--- src/rtl/ex_div.sv ---
// ex_div: 32-bit restoring divider for the EX stage, signed (DIV) and unsigned (DIVU).
// The result is {remainder, quotient}, registered and held while start_i stays high.
//
// state  | meaning
// FREE   | idle, waiting for start_i
// BYZERO | divisor was zero, produce an all-zero result next edge
// ON     | one shift-subtract step per edge, 32 steps
// END    | result valid, held until start_i drops
module ex_div (
    input  logic        clk,
    input  logic        rst,
    input  logic        signed_div_i,
    input  logic [31:0] opdata1_i,
    input  logic [31:0] opdata2_i,
    input  logic        start_i,
    input  logic        annul_i,
    output logic [63:0] result_o,
    output logic        ready_o
);

    typedef enum logic [1:0] {
        FREE   = 2'd0,
        BYZERO = 2'd1,
        ON     = 2'd2,
        END    = 2'd3
    } div_state_t;

    div_state_t state, state_nxt;

    logic [5:0]  cnt;
    logic [31:0] rem;
    logic [31:0] quo;
    logic [31:0] dvs;
    logic        neg_q;
    logic        neg_r;

    logic        accept;
    logic        last_step;
    logic        dvd_neg;
    logic        dvs_neg;
    logic [31:0] dvd_abs;
    logic [31:0] dvs_abs;
    logic [32:0] rem_sh;
    logic [32:0] diff;
    logic [31:0] rem_nxt;
    logic [31:0] quo_nxt;
    logic [31:0] rem_fix;
    logic [31:0] quo_fix;

    // State register
    always_ff @(posedge clk) begin
        if (rst) state <= FREE;
        else     state <= state_nxt;
    end

    // Next-state decode
    always_comb begin
        state_nxt = state;
        case (state)
            FREE: begin
                if (accept) state_nxt = (opdata2_i == 32'd0) ? BYZERO : ON;
            end
            BYZERO: begin
                state_nxt = annul_i ? FREE : END;
            end
            ON: begin
                if (annul_i)        state_nxt = FREE;
                else if (last_step) state_nxt = END;
            end
            END: begin
                if (!start_i) state_nxt = FREE;
            end
            default: state_nxt = FREE;
        endcase
    end

    // Operand magnitudes, one restoring step, and final sign correction
    always_comb begin
        accept    = start_i && !annul_i;
        last_step = (cnt == 6'd31);
        dvd_neg   = signed_div_i && opdata1_i[31];
        dvs_neg   = signed_div_i && opdata2_i[31];
        dvd_abs   = dvd_neg ? (32'd0 - opdata1_i) : opdata1_i;
        dvs_abs   = dvs_neg ? (32'd0 - opdata2_i) : opdata2_i;
        // rem < dvs always, so the shifted remainder fits in 33 bits and
        // bit 32 of the difference is a clean borrow flag
        rem_sh    = {rem, quo[31]};
        diff      = rem_sh - {1'b0, dvs};
        rem_nxt   = diff[32] ? rem_sh[31:0] : diff[31:0];
        quo_nxt   = {quo[30:0], ~diff[32]};
        rem_fix   = neg_r ? (32'd0 - rem_nxt) : rem_nxt;
        quo_fix   = neg_q ? (32'd0 - quo_nxt) : quo_nxt;
    end

    // Datapath and registered outputs
    always_ff @(posedge clk) begin
        if (rst) begin
            cnt      <= 6'd0;
            rem      <= 32'd0;
            quo      <= 32'd0;
            dvs      <= 32'd0;
            neg_q    <= 1'b0;
            neg_r    <= 1'b0;
            ready_o  <= 1'b0;
            result_o <= 64'd0;
        end else begin
            case (state)
                FREE: begin
                    ready_o  <= 1'b0;
                    result_o <= 64'd0;
                    if (accept) begin
                        cnt   <= 6'd0;
                        rem   <= 32'd0;
                        quo   <= dvd_abs;
                        dvs   <= dvs_abs;
                        neg_q <= dvd_neg ^ dvs_neg;
                        neg_r <= dvd_neg;
                    end
                end
                BYZERO: begin
                    ready_o  <= !annul_i;
                    result_o <= 64'd0;
                end
                ON: begin
                    if (annul_i) begin
                        cnt      <= 6'd0;
                        ready_o  <= 1'b0;
                        result_o <= 64'd0;
                    end else begin
                        rem <= rem_nxt;
                        quo <= quo_nxt;
                        cnt <= cnt + 6'd1;
                        if (last_step) begin
                            ready_o  <= 1'b1;
                            result_o <= {rem_fix, quo_fix};
                        end
                    end
                end
                END: begin
                    if (!start_i) begin
                        ready_o  <= 1'b0;
                        result_o <= 64'd0;
                    end
                end
                default: begin
                    ready_o  <= 1'b0;
                    result_o <= 64'd0;
                end
            endcase
        end
    end

endmodule

--- config.mk ---
export PLATFORM = sky130hd
export DESIGN_NAME = ex_div
export DESIGN_NICKNAME = d
export VERILOG_FILES = /design/src/rtl/ex_div.sv
export SDC_FILE = /design/constraint.sdc
export NUM_CORES = 1
export LEC_CHECK = 0
export ABC_CLOCK_PERIOD_IN_PS = 5200
export BUFFER_PORTS_ARGS = -buffer_cell sky130_fd_sc_hd__buf_2
export CAP_MARGIN = 20
export CORE_MARGIN = 2
export CORE_UTILIZATION = 60
export CTS_CLUSTER_DIAMETER = 80
export DETAILED_ROUTE_END_ITERATION = 12
export PLACE_DENSITY_LB_ADDON = 0.1
export SYNTH_ARGS = -nofsm -noshare
export SYNTH_HDL_FRONTEND = slang
export SYNTH_SLANG_ARGS = --single-unit
--- constraint.sdc ---
create_clock -name clk -period 5.2 [get_ports clk]
set_input_delay 0.52 -clock clk [delete_from_list [all_inputs] [get_ports clk]]
set_output_delay 0.52 -clock clk [all_outputs]
set_load 0.02 [all_outputs]
; ---- Word-level counts from Yosys, hierarchy flattened
; Index checks and enable logic that the tools add are counted.
[totals]
inputBits = 69
wordCells = 67
out_inout_bits = 65
ff_bits = 171
[op_classes]
n_addsub = 6
n_bitwise = 2
n_eq_ne = 8
mux = 29
n_reduce_logical = 13
[op_table]
columns = op, n
row1 = $mux 32, 9
row2 = $mux 64, 3
row3 = $pmux 64 s3, 1
row4 = $pmux 32 s2, 2
row5 = $sub 1x32->32 const A, 4
row6 = $sub 33x32->33, 1
row7 = $logic_not 32->1, 1
row8 = $mux 2, 6
row9 = $mux 6, 2
row10 = $pmux 6 s2, 1
row11 = $pmux 2 s4, 1
row12 = $add 6x1->6 const B, 1
row13 = $eq 6x5->1 const B, 1
row14 = $ne 2x2->1 const B, 3
row15 = $reduce_and 2->1, 3
row16 = $reduce_and 3->1, 2
row17 = $eq 2x2->1 const B, 2
row18 = $pmux 1 s4, 1
row19 = $logic_and 1x1->1, 3
row20 = $mux 1, 3
row21 = $ne 3x3->1 const B, 1
row22 = $eq 2x1->1 const B, 1
row23 = $logic_not 2->1, 1
row24 = $reduce_bool 2->1, 1
row25 = 4 further kinds, 4

; ---- Depth between registers and ports, before layout
; Gate-level depths: netlist of run 1.
[depth]
word_depth = 7
mapped_depth = 27
ltp_nobuf = 23

; ---- Worst setup path before layout of run 1
; No wires, ideal clock.
[synth_path]
path_type = reg2reg
startpoint = register quo[31]
endpoint = register result_o[60]
path_buffers = 4
setup_time_ns = 0.074
stages_incl_launch_ff = 26
required_time_ns = 5.126
period_less_slack_ns = 4.664
slack_ns = 0.536
t_arrival_ns = 4.589
cell_sequence = dfxtp_1 -> inv_1 -> ha_1 -> inv_1 -> fa_1 -> a211oi_2 -> o211ai_1 -> a41oi_4 -> a211oi_4 -> o31a_1 -> buf_4 -> nor2_8 -> inv_4 -> buf_6 -> buf_4 -> buf_4 -> nand2_1 -> o21ai_0 -> inv_1 -> ha_1 -> inv_1 -> or2_2 -> o31ai_2 -> nand3_2 -> or3_1 -> a31oi_1
[synth_between]
elab_chain_cells = 7
[synth_lines]
columns = element, line_no
row1 = "start, declared", 32  ; logic [31:0] quo;
row2 = "start signal, assigned", 114  ; quo <= dvd_abs;
row3 = "start signal, assigned", 131  ; quo <= quo_nxt;
row4 = $sub 33x32->33, 88  ; diff = rem_sh - {1'b0, dvs};
row5 = $mux 32 (*), 89  ; rem_nxt = diff[32] ? rem_sh[31:0] : diff[31:0];
row6 = $sub 1x32->32, 91  ; rem_fix = neg_r ? (32'd0 - rem_nxt) : rem_nxt;
row7 = $mux 32 (*), 91
row8 = $mux 64 (*), 133  ; if (last_step) begin
row9 = $mux 64 (*), 125  ; if (annul_i) begin
row10 = $pmux 64 s3 (*), 107  ; case (state)
row11 = "end signal, assigned", 135  ; result_o <= {rem_fix, quo_fix};
row12 = "end, declared", 17  ; output logic [63:0] result_o,
; Mark *: on every way between the ends. The rest lies on a longest branch, timed or not. The select of a mux whose other input is x is not followed.
; A chain may end at the register's enable or synchronous reset.

; ---- Final worst setup path of run 1
[layout_path]
startpoint = register rem[16]
endpoint = register result_o[62]
[layout_between]
elab_chain_cells = 7
[layout_lines]
columns = element, line_no
row1 = "start, declared", 31  ; logic [31:0] rem;
row2 = "start signal, assigned", 130  ; rem <= rem_nxt;
row3 = $sub 33x32->33, 88
row4 = $mux 32 (*), 89
row5 = $sub 1x32->32, 91
row6 = $mux 32 (*), 91
row7 = $mux 64 (*), 133
row8 = $mux 64 (*), 125
row9 = $pmux 64 s3 (*), 107
; Marks and branches as above.

==> summary by stage, run 1 <==
Final layout
In the final layout, the share of cells above drive strength 1 is 13.5%. Relative to the synthesized area, the layout overhead comes to 11.4%. The repair_antennas step left the layout with diodes totalling 0.

The final cell count without fillers is 1941. The count of fill cells added during filler insertion is 1787. The number of nets at the end of the flow is 1775.

Clock network
In this run the deepest clock path goes through 2 buffers. Buffers added to address setup during post-CTS repair amount to 0. The clock tree synthesis step divided the H-tree into 4 levels.

The clock net sink count is 171. The TritonCTS clock tree is built. The clock buffer count from CTS is 17. Once the clock tree was built, the resizer swapped 0 gates to a different size. The clock transition at the register clock pins on the worst setup and hold paths after CTS is 0.07 ns. The cell at the root of the clock tree is sky130_fd_sc_hd__clkbuf_16. Clock latency on the worst-skew pair, taken at its later pin, is 0.44 ns. The hold buffer count at cts is 0.

Setup path
Data arrives at the worst endpoint at 5.20 ns. The slowest cell on the critical path is sky130_fd_sc_hd__ha_1. At the worst endpoint, the required time is 5.49 ns.

Counting both buffers and inverters, the worst setup path holds a total of 2. The delay of the slowest cell on the worst path is 0.53 ns. The setup check on the worst reg-to-reg path leaves a slack of 0.30 ns. STA classifies the critical path startpoint as a flip-flop.

In this run the worst path has a maximum fanout of 15. Traced cell by cell, the critical path runs through ha_1 -> and3_2 -> nand2_1 -> or4b_4 -> a211oi_4 -> o31a_1 -> nor2_8 -> inv_4 -> nor2_1 -> a21oi_1 -> ha_1 -> inv_1 -> or2_2 -> o31ai_2 -> nand3_2 -> o21ai_0 -> xor2_1 -> o21ai_0. The cell family with the largest share of critical-path delay is compound AO/OA/AOI/OAI gates. The worst setup path is of the flip-flop to flip-flop kind.

The worst setup path is captured at a flip-flop.

Synthesis
The number of synthesis warnings is 0. The synthesized design spends more area on one cell type than any other, namely sky130_fd_sc_hd__dfxtp_1. Sequential elements use 29.0% of the synthesized area. A synthesized cell averages 7.43 um^2.

The number of flops mapped to enable cells by yosys is 0. The predominant post-synthesis flop cell is sky130_fd_sc_hd__dfxtp_1. The instance count of the mapped netlist is 1590. The total of flip-flops plus latches after synthesis is 171. The mapped netlist covers 11800 um^2. The number of unique standard cell types used by synthesis is 82. After synthesis, the cell types taking the most area are sky130_fd_sc_hd__dfxtp_1, sky130_fd_sc_hd__nand2_1, sky130_fd_sc_hd__xnor2_1. Of all flip-flops after synthesis, the portion carrying an async set or reset was 0%. The fraction of synthesized cell area taken by the top area cell type is 29.0%. The total nets after synthesis is 1702.

GRT
The initial antenna violation count is 0. Entering global routing, the biggest net connects 76 pins. The overall global routing resource usage is 33.3%. The number of global-route vias before repair was 10500.

The wire length of the first global-routing pass is 54.7 mm. The total overflow left after global routing is 0.

Floorplanning
The die is 144 um wide. The die covers 20800 um^2. The region available for standard cell placement spans 19400 um^2. The count of boundary I/O pins is 134.

The initial core utilization is 60.9%. The floorplan has 51 rows. The height of the die is 144 um.

Detailed routing
The first detailed-routing pass ran for 8 iterations. Dividing the detail-routed via count by the number of cells gives 6.08. The final route contains 11800 vias. The number of routed nets with antenna violations is 0. The aggregate routed wire length is 34.9 mm. The number of design rule violations left after detail routing is 0.

The average detailed-routed wire length per instance is 18.0 um. The violation count after the first detailed-route iteration is 910.

Power
The largest vdd supply drop is 400 uV. The leakage power figure is 5.24 nW. The power density normalized to cell area is 403 nW/um^2.

Timing
The number of setup violations in the final report is 0. The worst path needs 4.90 ns of the cycle, external delays included. The transition time at the pin with the least slew margin is 0.906 ns. For this run, the top clock speed supported by timing is 204 MHz.

The setup TNS is 0 ns. The count of final hold-check violations is 0. The part of the cycle the worst path needs is 94.3%. The number of max-slew violations in the final report was 0.

Across all hold checks on the routed design, the worst slack comes to 0.403 ns. Headroom to the max-slew limit came out at 39.6%. The clock arrives with 0.0220 ns of skew. Setup repair after global routing left no endpoint under its margin.

Place
Detailed placement finished with a half-perimeter wire length of 26.0 mm. The final RePlAce weighted congestion is 0.976. During placement, the flow inserted port buffers numbering 133. After detailed placement, the design holds a cell count of 1908.

Min path
The worst min-delay path category is primary input to flip-flop.

Run status
The run finished with clean final reports.

Job
Across the run, the number of max-cap violations was 0.
==> registers in the layout (all words and copies together), names as in the netlist, 2 cells and up <==
name      count
cnt           6
rem          32
quo          32
state         2
dvs          32
result_o     64
==> worst min-delay path, stage by stage <==
cell and delay [ns]:
sky130_fd_sc_hd__buf_2 0.10, sky130_fd_sc_hd__xnor2_1 0.11, sky130_fd_sc_hd__a211oi_1 0.06
==> power by group <==
part / internal [mW] / switching (mW) / total, mW
registers: 1.44 / 0.131 / 1.57
logic: 0.815 / 1.64 / 2.45
clock network: 0.654 / 0.626 / 1.28
total: 2.91 / 2.39 / 5.30
==> area by class of cell <==
class	instances	area [um^2]	share of cell area [%]
multi-input cells	1261	7780	59.1
flip-flops and latches	171	3420	26.0
repair buffers	151	803	6.11
clock buffers	18	439	3.34
well taps	265	332	2.52
inverters	61	231	1.76
clock inverters	14	148	1.12
==> metrics by stage <==
step / util, % / area (um^2) / power [mW] / worst slack [ns]
after CTS: 67.8 / 13100 / 5.26 / 0.392
after global routing: 67.8 / 13200 / 5.61 / 0.0170
final: 67.8 / 13200 / 5.30 / 0.295
after floorplan: - / 11800 / 3.37 / 0.536
after global placement: 64.8 / 12600 / 3.96 / 0.608
after detailed placement: 64.8 / 12600 / 3.99 / 0.405
==> cell usage after synthesis, types with 10 or more instances <==
master and count:
sky130_fd_sc_hd__a211oi_1 36, sky130_fd_sc_hd__a21oi_1 127, sky130_fd_sc_hd__a22o_1 10, sky130_fd_sc_hd__a22oi_1 49, sky130_fd_sc_hd__a31oi_1 15, sky130_fd_sc_hd__and2_1 11
sky130_fd_sc_hd__buf_1 10, sky130_fd_sc_hd__buf_2 10, sky130_fd_sc_hd__clkbuf_1 70, sky130_fd_sc_hd__dfxtp_1 171, sky130_fd_sc_hd__ha_1 42, sky130_fd_sc_hd__inv_1 60
sky130_fd_sc_hd__mux2i_1 11, sky130_fd_sc_hd__nand2_1 231, sky130_fd_sc_hd__nand2b_1 15, sky130_fd_sc_hd__nand3_1 17, sky130_fd_sc_hd__nor2_1 167, sky130_fd_sc_hd__nor3_1 33
sky130_fd_sc_hd__nor4_1 13, sky130_fd_sc_hd__o21a_1 10, sky130_fd_sc_hd__o21ai_0 124, sky130_fd_sc_hd__o21ai_1 17, sky130_fd_sc_hd__o31ai_1 22, sky130_fd_sc_hd__or3_1 24
sky130_fd_sc_hd__xnor2_1 78, sky130_fd_sc_hd__xor2_1 55
==> routing by layer <==
metal  up-vias  GRT usage, %  part of all wire [%]  wire length, um
li1       5781             -                     -                -
met1      5493          46.5                    45            15800
met2       449          53.0                    45            15600
met3        71          5.10                   7.1             2490
met4         0          10.7                   2.7              932
met5         -             0                     0                0
==> final timing paths <==
| kind | start | end | cells after the start |
|---|---|---|---|
| worst max-delay path | rem[16] | result_o[62] | 18 |
| worst min-delay path | opdata2_i[30] | dvs[30] | 3 |
| worst max register to register | rem[16] | result_o[62] | 18 |
| worst min register to register | result_o[59] | result_o[59] | 2 |
==> logic make-up (layout without fill, tap and decap cells) <==
kind of cell	Yosys count	after routing	share of synthesized area (%)
compound gates	501	501	27.9
xor+xnor	133	133	9.87
fa+ha+maj	43	43	4.62
buf+inv	158	244	5.38
flops	171	171	29.0
mux	14	14	1.22
simple gates	570	570	22.0
==> cells in the final DEF, fill, tap and decap left out, drive strengths merged, types with 11 or more instances in the layout <==
cell    instances
nand2         231
dfxtp         171
nor2          168
buf           151
o21ai         141
a21oi         129
xnor2          78
inv            68
xor2           55
a22oi          49
ha             42
a211oi         39
nor3           33
o31ai          28
or3            24
nand3          19
clkbuf         18
nand2b         15
a31oi          15
nor4           14
and2           12
mux2i          11
(Power assumes the default switching activity.)
==> run 2, diff against run 1 <==
--- a/config.mk
+++ b/config.mk
@@ -6,10 +6,11 @@
 export NUM_CORES = 1
 export LEC_CHECK = 0
 export ABC_CLOCK_PERIOD_IN_PS = 5200
-export BUFFER_PORTS_ARGS = -buffer_cell sky130_fd_sc_hd__buf_2
+export BUFFER_PORTS_ARGS = -buffer_cell sky130_fd_sc_hd__buf_4
 export CAP_MARGIN = 20
 export CORE_MARGIN = 2
 export CORE_UTILIZATION = 60
+export CTS_BUF_LIST = sky130_fd_sc_hd__clkbuf_4 sky130_fd_sc_hd__clkbuf_8
 export CTS_CLUSTER_DIAMETER = 80
 export DETAILED_ROUTE_END_ITERATION = 12
 export PLACE_DENSITY_LB_ADDON = 0.1
==> summary by stage, run 2 (synthesis gave the netlist of run 1 again) <==
Setup path
The worst endpoint required time is 5.59 ns. The endpoint kind of the worst setup timing path is a flip-flop. STA puts the critical path data arrival time at 5.22 ns. The classification of the worst setup path is flip-flop to flip-flop. The element type at the critical path start is a flip-flop. The highest fanout seen on the critical path is 11.

Final layout
The register with the most flip-flops in the final layout is result_o. In the layout the commonest cells are sky130_fd_sc_hd__nand2_1, sky130_fd_sc_hd__dfxtp_1, sky130_fd_sc_hd__nor2_1. The ratio of cells with drive above 1 in the final layout is 13.6%. The leading cell type in the layout, fill and taps excluded is sky130_fd_sc_hd__nand2_1. The number of nets at the end of the flow is 1777.

The register with the most flip-flops in the layout has 64 of them. From synthesis to final layout, the design area changed by 12.7%. The count of fill cells added during filler insertion is 1786.

Floorplanning
For this design the top-level I/O count stands at 134. The floorplan step defined a die boundary enclosing 20800 um^2. From left edge to right edge, the die measures 144 um. The region available for standard cell placement spans 19400 um^2. The die is 144 um tall.

The floorplan has 51 rows. Once the floorplan was initialized, standard cells occupied 60.9% of the core.

Run status
The flow ran to the end, and the final reports show no timing, DRC or antenna violations.

Detailed routing
The average detailed-routed wire length per instance is 18.0 um. The average vias per placed instance is 6.11. The length of routed met2 wiring is 15.6 mm. The routed design has 34.9 mm of wire. The number of optimization iterations in the first detailed-route pass is 5. The number of routed nets with antenna violations is 0.

The routed length on met1 is 15.8 mm. The detailed router finished its first iteration with 889 violations. The via total after detailed routing is 11900.

The wire length on met3 is 2.40 mm. For this run, design rule violations remaining after detail routing come to 0. The highest routing layer actually used is met4.

Timing
For the pin with the worst max-slew slack, the measured transition is 1.16 ns. The slack of the critical path is 0.377 ns. The number of setup violations in the final report is 0. In this run the tightest slew margin relative to its limit is 22.0%.

Setup repair after global routing left no endpoint under its margin. The count of final hold-check violations is 0. The setup TNS is 0 ns. The part of the cycle the worst path needs is 92.7%. Derived from the worst setup path, the maximum achievable clock frequency is 207 MHz.

The number of max-slew violations in the final report is 0. The worst clock skew is 0.0220 ns. The clock period could shrink to 4.82 ns.

Clock network
The hold buffer count at cts is 0. In this run, post-CTS repair resized a total of 0 instances. The cell at the root of the clock tree is sky130_fd_sc_hd__clkbuf_8. The total number of H-tree levels is 4. Buffers added to address setup during post-CTS repair amount to 0. The maximum clock insertion buffer count is 2.

The clock buffer count from CTS is 17. After clock tree synthesis, the clock-pin slew on the worst setup and hold paths is 0.10 ns. Clock latency on the worst-skew pair, taken at its later pin, is 0.49 ns.

The clock net sink count is 171. TritonCTS built the clock tree.

Power
IR analysis of the VDD net gives a maximum drop of 388 uV. Per report_power, the combinational group accounts for 49.3% of the total. In this run, flip-flops and latches consume 31.4% of the power. Power spread over the standard cell area amounts to 376 nW/um^2. Per report_power, the clock group accounts for 19.3% of the total. In this run switching power makes up 46.4% of total power.

For this design the static power due to leakage is 5.20 nW. The internal power of the cells totals 2.68 mW. The analysis attributes to net switching a power of 2.32 mW.

Place
OpenSTA, run right after detailed placement, puts the worst setup slack at 0.443 ns. At the end of routability-driven placement, the weighted congestion stood at 1.00. The count of buffers from port buffering is 133. Summed over all nets, the half-perimeter wirelength after detailed placement is 26.2 mm.

GRT
The largest net degree at the start of global routing is 75. The number of global-route vias before repair is 10500. For this run, the total global-route usage over all layers was measured as 33.1%. After global routing the overflow that remains totals 0.

The initial antenna violation count is 0. The first global-routing pass estimated 54.5 mm of wire.

Min path
The worst min-delay path category is primary input to flip-flop.

Job
The number of max-cap violations is 0.
## run 2: cell types whose count changed in the layout (fill, tap and decap cells not counted), moves of 2 or more
| cell | previous run | this run |
|---|---|---|
| sky130_fd_sc_hd__buf_4 | 19 | 153 |
| sky130_fd_sc_hd__buf_2 | 132 | 0 |
| sky130_fd_sc_hd__clkinvlp_4 | 0 | 5 |
| sky130_fd_sc_hd__clkbuf_16 | 17 | 0 |
| sky130_fd_sc_hd__clkinv_4 | 5 | 0 |
| sky130_fd_sc_hd__clkinv_8 | 2 | 0 |
| sky130_fd_sc_hd__clkbuf_8 | 1 | 17 |
## run 2: area by class of cell
class                           instances  area, um^2  area share [%]
Timing Repair Buffer                  153        1150            8.63
Clock inverter                         14         150            1.13
Antenna cell                            1        2.50          0.0188
Inverter                               61         231            1.74
Tap cell                              265         332            2.49
Multi-Input combinational cell       1261        7780            58.5
Sequential cell                       171        3420            25.7
Clock buffer                           18         241            1.81
## run 2: worst paths after layout
path           startpoint           end  slack, ns  cells past startpoint
min          opdata2_i[6]        dvs[6]       0.33                      3
max reg2reg       rem[16]  result_o[60]       0.38                     17
min reg2reg  result_o[56]  result_o[56]       0.45                      2
max               rem[16]  result_o[60]       0.38                     17
## run 2: through the flow
step	hold slack [ns]	total power [mW]	cells	utilization [%]	area (um^2)
floorplan	0.432	3.37	1590	-	11800
global placement	0.435	3.97	1911	66.6	12900
CTS	0.309	4.95	1943	68.6	13300
global route	0.345	5.29	1943	68.6	13300
detailed placement	0.438	4.00	1911	66.6	12900
finish	0.333	5.00	1944	68.6	13300
## run 2: critical path, stage by stage (launching register included)
cell and delay, ns:
sky130_fd_sc_hd__dfxtp_1 0.37, sky130_fd_sc_hd__ha_1 0.52, sky130_fd_sc_hd__and3_2 0.31, sky130_fd_sc_hd__nand2_1 0.07, sky130_fd_sc_hd__or4b_4 0.52, sky130_fd_sc_hd__a211oi_4 0.34
sky130_fd_sc_hd__o31a_1 0.45, sky130_fd_sc_hd__nor2_8 0.08, sky130_fd_sc_hd__inv_4 0.11, sky130_fd_sc_hd__nor2_1 0.05, sky130_fd_sc_hd__a21oi_1 0.23, sky130_fd_sc_hd__ha_1 0.27
sky130_fd_sc_hd__inv_1 0.10, sky130_fd_sc_hd__or2_2 0.32, sky130_fd_sc_hd__o31ai_2 0.27, sky130_fd_sc_hd__nand3_2 0.18, sky130_fd_sc_hd__or3_1 0.40, sky130_fd_sc_hd__a31oi_1 0.15
## run 2: layer usage
layer | vias to the layer above | global-route usage, %
met5 | - | 0
met4 | 0 | 12.0
met3 | 79 | 5.17
met2 | 446 | 52.5
met1 | 5571 | 45.8
li1 | 5790 | -
## run 2: power groups by stage
stage,Clock (mW),Sequential [mW],Combinational [mW]
finish,0.966,1.57,2.46
CTS,0.972,1.56,2.42
floorplan,0,1.56,1.80
detailed placement,0,1.59,2.41
global route,1.01,1.59,2.69
global placement,0,1.59,2.38
==> run 3, diff against run 2 <==
--- a/config.mk
+++ b/config.mk
@@ -14,6 +14,7 @@
 export CTS_CLUSTER_DIAMETER = 80
 export DETAILED_ROUTE_END_ITERATION = 12
 export PLACE_DENSITY_LB_ADDON = 0.1
+export RECOVER_POWER = 100
 export SYNTH_ARGS = -nofsm -noshare
 export SYNTH_HDL_FRONTEND = slang
 export SYNTH_SLANG_ARGS = --single-unit
==> summary by stage, run 3 (synthesis gave the netlist of run 1 again) <==
Run status
The run finished, with violations left. The final reports fail on capacitance limit, slew limit.

Setup path
The count of cells along the worst register-to-register path is 18. The cell that appears most often on the critical path is sky130_fd_sc_hd__ha_1. The element type at the critical path start is a flip-flop. The critical path goes through ha_1 -> and3_2 -> nand2_1 -> or4b_4 -> a211oi_4 -> o31a_1 -> nor2_8 -> inv_4 -> nor2_1 -> a21oi_1 -> ha_1 -> inv_1 -> or2_2 -> o31ai_2 -> nand3_2 -> o31ai_1 -> xnor2_1 -> o21ai_1. The endpoint kind of the worst setup timing path is a flip-flop. In this run the critical register-to-register path is captured at result_o[58]. The critical path in this run is classified as flip-flop to flip-flop. The delay of the slowest cell on the worst path is 0.52 ns. The startpoint of the lowest-slack register-to-register path is rem[16]. The number of buffers and inverters on the critical path is 2. The worst endpoint required time is 5.54 ns. Along the worst path, the maximum fanout reaches 11. The worst setup path endpoint is result_o[58]. In this run the worst setup path begins at rem[16].

Setup slack on the worst reg-to-reg path comes out at 0.35 ns. The worst endpoint data arrival time is 5.19 ns. The critical path crosses 18 cells after its start point. The cell family with the largest share of critical-path delay is compound AO/OA/AOI/OAI gates. The largest individual stage delay along the critical path comes from the cell sky130_fd_sc_hd__ha_1.

Detailed routing
The number of routed nets with antenna violations is 0. In the final routed layout, each cell accounts on average for 18.0 um. For this run, the detailed router's first-pass iteration total came to 6. Dividing the detail-routed via count by the number of cells gives 6.09. The aggregate routed wire length is 34.9 mm. After the first detailed-routing iteration, the DRC count stood at 915. In the routed design, unresolved DRC markers number 0. The via total after detailed routing is 11800.

Final layout
The leading cell type in the layout, fill and taps excluded is sky130_fd_sc_hd__nand2_1. The post-route netlist has 9.06% of its cells at a drive strength greater than 1. Counting the fill cells in the layout gives 1875. The number of antenna diodes is 0. The area overhead of the layout relative to synthesis is 10.3%.

The final cell count without fillers is 1943. The combined flip-flop and latch cell area is 3420 um^2. At the end of the flow, the number of nets in the layout was 1777. The library cells used most frequently in the layout, excluding fill and tap cells, are sky130_fd_sc_hd__nand2_1, sky130_fd_sc_hd__dfxtp_1, sky130_fd_sc_hd__nor2_1.

The flip-flop count of the largest register after layout is 64. The area occupied by multi-input gates is 7760 um^2. Ranked by flip-flop count, first place goes to result_o. The finished layout cell area is 13000 um^2.

Job
The number of max-cap violations is 3.

Power
For this design the static power due to leakage is 4.91 nW. Power spread over the standard cell area amounts to 382 nW/um^2. IR analysis of the VDD net gives a maximum drop of 376 uV.

Floorplanning
After floorplanning, the core was sized to cover 19400 um^2. The count of boundary I/O pins is 134. The die is 144 um wide. The floorplan step defined a die boundary enclosing 20800 um^2. The initial core utilization is 60.9%. The floorplan step set the die height to 144 um. After floorplanning, the core was divided into 51 placement rows.

GRT
The wire length of the first global-routing pass is 54.5 mm. The initial antenna violation count was 0. The largest net degree at the start of global routing is 75.

The number of global-route vias before repair is 10500. In the global route stage, overall resource usage came out at 33.1%. The total overflow left after global routing is 0.

Clock network
After clock tree synthesis, the clock-pin slew on the worst setup and hold paths is 0.10 ns. TritonCTS built the clock tree. Clock tree synthesis found a total of 171 sinks. The number of hold buffers added after CTS was 0. The cell at the root of the clock tree is sky130_fd_sc_hd__clkbuf_8.

Post-CTS timing repair inserted 0 buffers for setup. The clock tree synthesis step divided the H-tree into 4 levels. The maximum clock insertion buffer count is 2. Clock tree synthesis inserted a total of 17 buffers. The clock reaches the later pin of the worst-skew pair after 0.48 ns. The number of gates resized after cts is 0.

Min path
The worst min-delay path category is primary input to flip-flop. In this run the most critical hold path is launched from opdata2_i[1].

Timing
The maximum clock frequency is 206 MHz. The number of max-slew violations in the final report came to 146. For the finished layout, the period the worst path requires is 4.85 ns.

Setup repair after global routing left no endpoint under its margin. The number of setup violations in the final report is 0. At the pin with the least slew margin, the transition time is 2.66 ns. Adding up every negative setup slack in the final design gives 0 ns. Measured against its own limit, the worst slew margin works out to -77.6%. The worst clock skew is 0.0210 ns. The count of final hold-check violations came to 0.

Of the available clock period, the critical path in the final layout requires 93.3%.

Place
In this run, placement finished with an instance count of 1911. The placement-stage cell area is 12900 um^2. The sum of net half-perimeters after detailed placement is 26.2 mm. The count of buffers from port buffering is 133. The final RePlAce weighted congestion is 1.00.
[run 3: worst min-delay path by stage]
stage,endpoint,slack (ns),cells past startpoint
after floorplan,dvs[31],0.43,2
after global placement,result_o[19],0.44,2
after detailed placement,result_o[56],0.44,2
after CTS,dvs[6],0.31,3
after global routing,dvs[30],0.35,3
final,dvs[1],0.34,3
[run 3: cell type report]
type	count	share of cell area, %
Multi-Input combinational cell	1261	59.6
Tap cell	265	2.55
Inverter	61	1.78
Clock inverter	14	1.15
Timing Repair Buffer	153	6.81
Sequential cell	171	26.3
Clock buffer	18	1.85
[run 3: power breakdown]
group	internal (mW)	switching, mW	leakage [nW]	total [mW]
Combinational	0.831	1.61	3.34	2.44
Sequential	1.44	0.130	1.39	1.57
Clock	0.403	0.556	0.186	0.960
Total	2.67	2.30	4.91	4.97
[run 3: metal layers]
layer	wire (um)	track usage, %
met2	15600	52.5
met3	2190	5.17
met1	16000	45.8
met5	0	0
met4	1050	12.0
[run 3: stage by stage]
step           hold WS, ns  util, %  power, mW  setup slack (ns)
2_1_floorplan        0.432        -       3.37             0.536
3_3_place_gp         0.435     66.6       3.97             0.612
3_5_place_dp         0.438     66.6       4.00             0.443
4_1_cts              0.309     68.6       4.95             0.412
5_1_grt              0.347     67.1       5.28            0.0147
6_report             0.342     67.1       4.97             0.349
[run 3: tightest hold or removal path, delay by kind of cell]
family,cells,cell delay (ns)
and+or+nand+nor,1,0.05
buffers and inverters,1,0.13
AOI/OAI and AO/OA,1,0.07
